`src/rtl/menu_table_ctrl.sv`:
```
// ============================================================================
//  menu_table_ctrl : game-menu name table RAM, clear sweep and launch FSM
//  Revision 1.0    : initial release
// ============================================================================
`default_nettype none

module menu_table_ctrl #(
  parameter int         ROWS      = 8,
  parameter int         COLS      = 16,
  parameter logic [7:0] FILL_CHAR = 8'h20,
  localparam int        RW        = $clog2(ROWS),
  localparam int        CW        = $clog2(COLS)
) (
  input  logic          clk,
  input  logic          resetn,
  input  logic          wr_valid,
  output logic          wr_ready,
  input  logic [RW-1:0] wr_row,
  input  logic [CW-1:0] wr_col,
  input  logic [7:0]    wr_ch,
  input  logic          clr,
  output logic          busy,
  input  logic          rd_en,
  input  logic [RW-1:0] rd_row,
  input  logic [CW-1:0] rd_col,
  output logic [7:0]    rd_ch,
  output logic          rd_valid,
  input  logic [RW:0]   num_games,
  input  logic          btn_next,
  input  logic          btn_select,
  output logic [RW-1:0] sel,
  output logic          launch_valid,
  output logic [RW:0]   launch_index,
  input  logic          launch_ack
);

  localparam int AW    = RW + CW;
  localparam int DEPTH = ROWS * COLS;

  localparam logic [0:0] ST_IDLE   = 1'b0;
  localparam logic [0:0] ST_CLEAR  = 1'b1;
  localparam logic [0:0] ST_BROWSE = 1'b0;
  localparam logic [0:0] ST_LAUNCH = 1'b1;

  logic [7:0]    mem [DEPTH];

  logic [0:0]    clr_state_q, clr_state_d;
  logic [AW-1:0] clr_addr_q, clr_addr_d;
  logic [7:0]    rd_ch_q, rd_ch_d;
  logic          rd_valid_q, rd_valid_d;
  logic [0:0]    sel_state_q, sel_state_d;
  logic [RW-1:0] sel_q, sel_d;
  logic [RW:0]   launch_index_q, launch_index_d;

  logic          mem_we;
  logic [AW-1:0] mem_waddr;
  logic [7:0]    mem_wdata;
  logic [RW:0]   ng_eff;
  logic [RW:0]   sel_inc;

  assign busy         = (clr_state_q == ST_CLEAR);
  assign wr_ready     = (clr_state_q == ST_IDLE) && !rd_en;
  assign rd_ch        = rd_ch_q;
  assign rd_valid     = rd_valid_q;
  assign sel          = sel_q;
  assign launch_valid = (sel_state_q == ST_LAUNCH);
  assign launch_index = launch_index_q;

  // Clear sweep: a clr pulse restarts at 0 without writing; rd_en stalls it
  always_comb begin
    clr_state_d = clr_state_q;
    clr_addr_d  = clr_addr_q;
    if (clr) begin
      clr_state_d = ST_CLEAR;
      clr_addr_d  = '0;
    end else if (clr_state_q == ST_CLEAR && !rd_en) begin
      clr_addr_d = clr_addr_q + 1'b1;
      if (clr_addr_q == AW'(DEPTH - 1)) begin
        clr_state_d = ST_IDLE;
      end
    end
  end

  // Single RAM port: video read, else sweep write, else CPU write
  always_comb begin
    mem_we    = 1'b0;
    mem_waddr = clr_addr_q;
    mem_wdata = FILL_CHAR;
    if (!rd_en && resetn) begin
      if (clr_state_q == ST_CLEAR && !clr) begin
        mem_we = 1'b1;
      end else if (wr_valid && wr_ready) begin
        mem_we    = 1'b1;
        mem_waddr = {wr_row, wr_col};
        mem_wdata = wr_ch;
      end
    end
  end

  always_comb begin
    rd_ch_d    = rd_en ? mem[{rd_row, rd_col}] : rd_ch_q;
    rd_valid_d = rd_en;
  end

  always_ff @(posedge clk) begin
    if (mem_we) begin
      mem[mem_waddr] <= mem_wdata;
    end
  end

  always_comb begin
    ng_eff         = (num_games > (RW+1)'(ROWS)) ? (RW+1)'(ROWS) : num_games;
    sel_inc        = {1'b0, sel_q} + (RW+1)'(1);
    sel_state_d    = sel_state_q;
    sel_d          = sel_q;
    launch_index_d = launch_index_q;
    if (sel_state_q == ST_BROWSE) begin
      if (btn_select && ng_eff != '0) begin
        launch_index_d = sel_inc;
        sel_state_d    = ST_LAUNCH;
      end else if (btn_next) begin
        sel_d = (sel_inc >= ng_eff) ? '0 : sel_inc[RW-1:0];
      end
    end else if (launch_ack) begin
      sel_state_d = ST_BROWSE;
    end
    // A shrunken game list pulls the highlight back to the first entry
    if ({1'b0, sel_q} >= ng_eff) begin
      sel_d = '0;
    end
  end

  always_ff @(posedge clk or negedge resetn) begin
    if (!resetn) begin
      clr_state_q    <= ST_CLEAR;
      clr_addr_q     <= '0;
      rd_ch_q        <= '0;
      rd_valid_q     <= 1'b0;
      sel_state_q    <= ST_BROWSE;
      sel_q          <= '0;
      launch_index_q <= '0;
    end else begin
      clr_state_q    <= clr_state_d;
      clr_addr_q     <= clr_addr_d;
      rd_ch_q        <= rd_ch_d;
      rd_valid_q     <= rd_valid_d;
      sel_state_q    <= sel_state_d;
      sel_q          <= sel_d;
      launch_index_q <= launch_index_d;
    end
  end

endmodule

`default_nettype wire

```
`config.mk`:
```
export PLATFORM = sky130hd
export DESIGN_NAME = menu_table_ctrl
export DESIGN_NICKNAME = d
export VERILOG_FILES = /design/src/rtl/menu_table_ctrl.sv
export SDC_FILE = /design/constraint.sdc
export NUM_CORES = 1
export LEC_CHECK = 0
export BUFFER_PORTS_ARGS = -buffer_cell sky130_fd_sc_hd__buf_2
export CELL_PAD_IN_SITES_DETAIL_PLACEMENT = 0
export CELL_PAD_IN_SITES_GLOBAL_PLACEMENT = 1
export CORE_UTILIZATION = 45
export CTS_BUF_LIST = sky130_fd_sc_hd__clkbuf_4
export DETAILED_ROUTE_END_ITERATION = 12
export PLACE_DENSITY = 0.69
export REMOVE_ABC_BUFFERS = 1
export SETUP_SLACK_MARGIN = 0.5
export SLEW_MARGIN = 15
export SYNTH_ARGS = -nofsm -noshare
export SYNTH_HDL_FRONTEND = slang
export SYNTH_SLANG_ARGS = --single-unit
```
`constraint.sdc`:
```
create_clock -name clk -period 3.95 [get_ports clk]
set_clock_uncertainty 0.15 [all_clocks]
set_input_delay 0.1975 -clock clk [delete_from_list [all_inputs] [get_ports clk]]
set_output_delay 0.1975 -clock clk [all_outputs]
set_load 0.02 [all_outputs]
```
==> results.yml <==
sta:
  setup_violations: 0
  min_period_ns: 3.32
  rsz0062_at_grt: "true"
  hold_violations: 0
  fin_tns_setup_ns: 0
  relSlewSlack_pct: 34.2
  worst_pin_slew_ns: 0.978
  post-route-period-util_pct: 84.2
  drv_slew: 0
  max_freq_ghz: 0.301
grt:
  globalRouteTotalUtil_pct: 22.6
  grt_max_degree: 89
  antenna_found_initial: 2
  grt_pass1_wl_microns: 154000
  overflow: 0
  grt_pass1_vias: 23800
clock_tree:
  clockBufferDepth: 4
  root_buffer: "clkbuf_4"
  clk_pin_slew_worst_paths_ns: 0.07
  h-tree-depth: 5
  clk_latency_ns: 1.13
  clkSinkCount: 1049
  numCtsBuffers: 279
  cts_tree: "yes"
floorplanning:
  dieArea_sq_um: 94200
  io_pins: 53
  rows: 111
  initial_utilization_pct: 45.5
  die_w_microns: 307
  die_h_microns: 307
  core_region_area_sq_um: 91900
setup_path:
  regToRegSetupSlack_ns: 0.63
  crit_type: "register to register"
  worstPathArrival_ns: 3.95
  path_max_fanout: 34
  startpoint_type: "register"
  worst_r2r_path_depth: 9
  r2r-end: "mem[54][2]$_DFFE_PP_"
  cp.required_ns: 4.58
  timing.rr.start: "busy$_DFFE_PN1P_"
  crit_path_end_kind: "register"
power_and_ir_drop:
  ir_drop_mv: 0.209
  leakage_nw: 18.1
  power_density_nw_per_um2: 455
  total_power_w: 0.0220
cells_and_area:
  final_cell_mix: "1024 x edfxtp_1, 395 x clkbuf_4, 184 x mux4_2, 177 x buf_4, 166 x nor2_1"
  final_common_cell: "edfxtp_1"
  final_nets: 2653
  area_growth_pct: 15.3
  postLayoutCoreUtil_pct: 52.5
  drive_gt1_share_pct: 32.5
detailed_routing:
  viasPerCell: 5.69
  antenna_left: 0
  vias: 22900
  drtIter0Drc: 2142
  dr.pass1.iters: 6
  wire_per_inst_microns: 25.9
  routed_wl_microns: 104000
  drc: 0
placement:
  gp_congestion: 0.855
  place.port_buffers: 52
  dpl.hpwl_microns: 64100
synthesis:
  netlist_instances: 2152
  netlist_area_sq_um: 41800
  postSynth.asyncResetShare_pct: 2.38
  synth_area_per_cell_sq_um: 19.4
  yosysUniqueCellTypes: 70
  ys.flop_type: "edfxtp_1"
  ys_seq_area_share_pct: 75.0
  synth_edf_count: 1024
  ys_ff_latch: 1049
  ys_warn_count: 0
job:
  timing.max_cap.violations: 0
worst_hold_path:
  min_from: "wr_ch[2]"
  hold_path_class: "input pin to register"
  whs_path_depth: 3
  hold_end: "mem[93][2]$_DFFE_PP_"
status:
  status: "finished clean"
synthesized netlist by cell type, types with 24 or more instances:
cell type  instances  area, sq um
a21oi_1           25          125
buf_6             28          315
clkbuf_1          35          131
dfrtp_1           24          601
edfxtp_1        1024        30700
mux2_2            28          315
mux2i_1          105         1050
mux4_2           184         4140
nand2_1           81          304
nand2b_1          26          163
nand3_1           24          120
nor2_1           166          623
o21ai_0           39          195
o22ai_1           71          444
timing repair:
item / CTS / global route
gates resized for setup: 0 / 3
endpoints found under the hold margin: 1428 / 0
endpoints found under the setup margin: 0 / 36
buffers inserted: 0 / 0
hold buffers: 48 / 0
how the worst max path moves through the flow:
| stage | from | slack, ns | to | cells past startpoint |
|---|---|---|---|---|
| floorplan | busy$_DFFE_PN1P_ | -1.83 | mem[0][5]$_DFFE_PP_ | 2 |
| global placement | rd_col[0] | 0.68 | rd_ch[3]$_DFFE_PN0P_ | 8 |
| detailed placement | resetn | 0.63 | mem[53][4]$_DFFE_PP_ | 9 |
| CTS | busy$_DFFE_PN1P_ | 0.57 | mem[53][5]$_DFFE_PP_ | 8 |
| global route | busy$_DFFE_PN1P_ | 0.48 | mem[54][2]$_DFFE_PP_ | 9 |
| finish | busy$_DFFE_PN1P_ | 0.63 | mem[54][2]$_DFFE_PP_ | 9 |
final cells by class:
type / count / area [sq um]
multi-input cells: 977 / 9600
well taps: 1243 / 1560
flip-flops and latches: 1049 / 31400
diodes: 4 / 10.0
repair buffers: 295 / 2460
fillers: 7458 / 43700
clock buffers: 395 / 2970
clock inverters: 58 / 278
inverters: 7 / 26.3
flip-flops by register name, summed over array words and instances, names as in the netlist:
signal        flops
launch_index      4
mem            1024
rd_valid          1
rd_ch             8
launch_valid      1
clr_addr_q        7
sel               3
busy              1
critical path, stage by stage, from the launching register on:
cell and delay [ns]:
dfstp_2 0.40, nor4bb_4 0.38, buf_6 0.30, nand3b_1 0.10, dlygate4sd3_1 0.55, o21ai_1 0.12, nand2_1 0.25, buf_4 0.24
nor2_1 0.26, buf_4 0.22
report_power, final:
part	switching [W]	internal, W
logic	0.000595	0.000408
clock network	0.00418	0.00470
registers	0.0000438	0.0121
kinds of logic after synthesis:
family                     count (synthesis)  synth area share (%)
AOI/OAI and AO/OA                        240                  4.08
xor gates and xnor gates                   6                 0.126
adders and majority gates                 10                 0.299
buffers and inverters                    126                  2.20
DFF                                     1049                  75.0
muxes                                    337                  14.0
and+or+nand+nor                          384                  4.26
stage by stage:
| step | setup slack (ns) | hold WS, ns | instance area, sq um | std cells |
|---|---|---|---|---|
| after global placement | 0.685 | 0.235 | 44500 | 3523 |
| after detailed placement | 0.631 | 0.241 | 44500 | 3523 |
| after global routing | 0.476 | 0.0431 | 48300 | 4028 |
| after floorplan | -1.83 | -0.248 | 41000 | 2033 |
| after CTS | 0.570 | 0.00320 | 48200 | 4024 |
| final | 0.626 | 0.121 | 48300 | 4028 |
metal layers:
metal	wire length, microns	global-route usage, %	share of wire, %
met1	43200	31.0	41
met2	50000	35.3	48
met3	8110	5.27	7.8
met4	2880	8.34	2.8
met5	0	0	0
No activity file was read; power rests on OpenSTA's default activity.
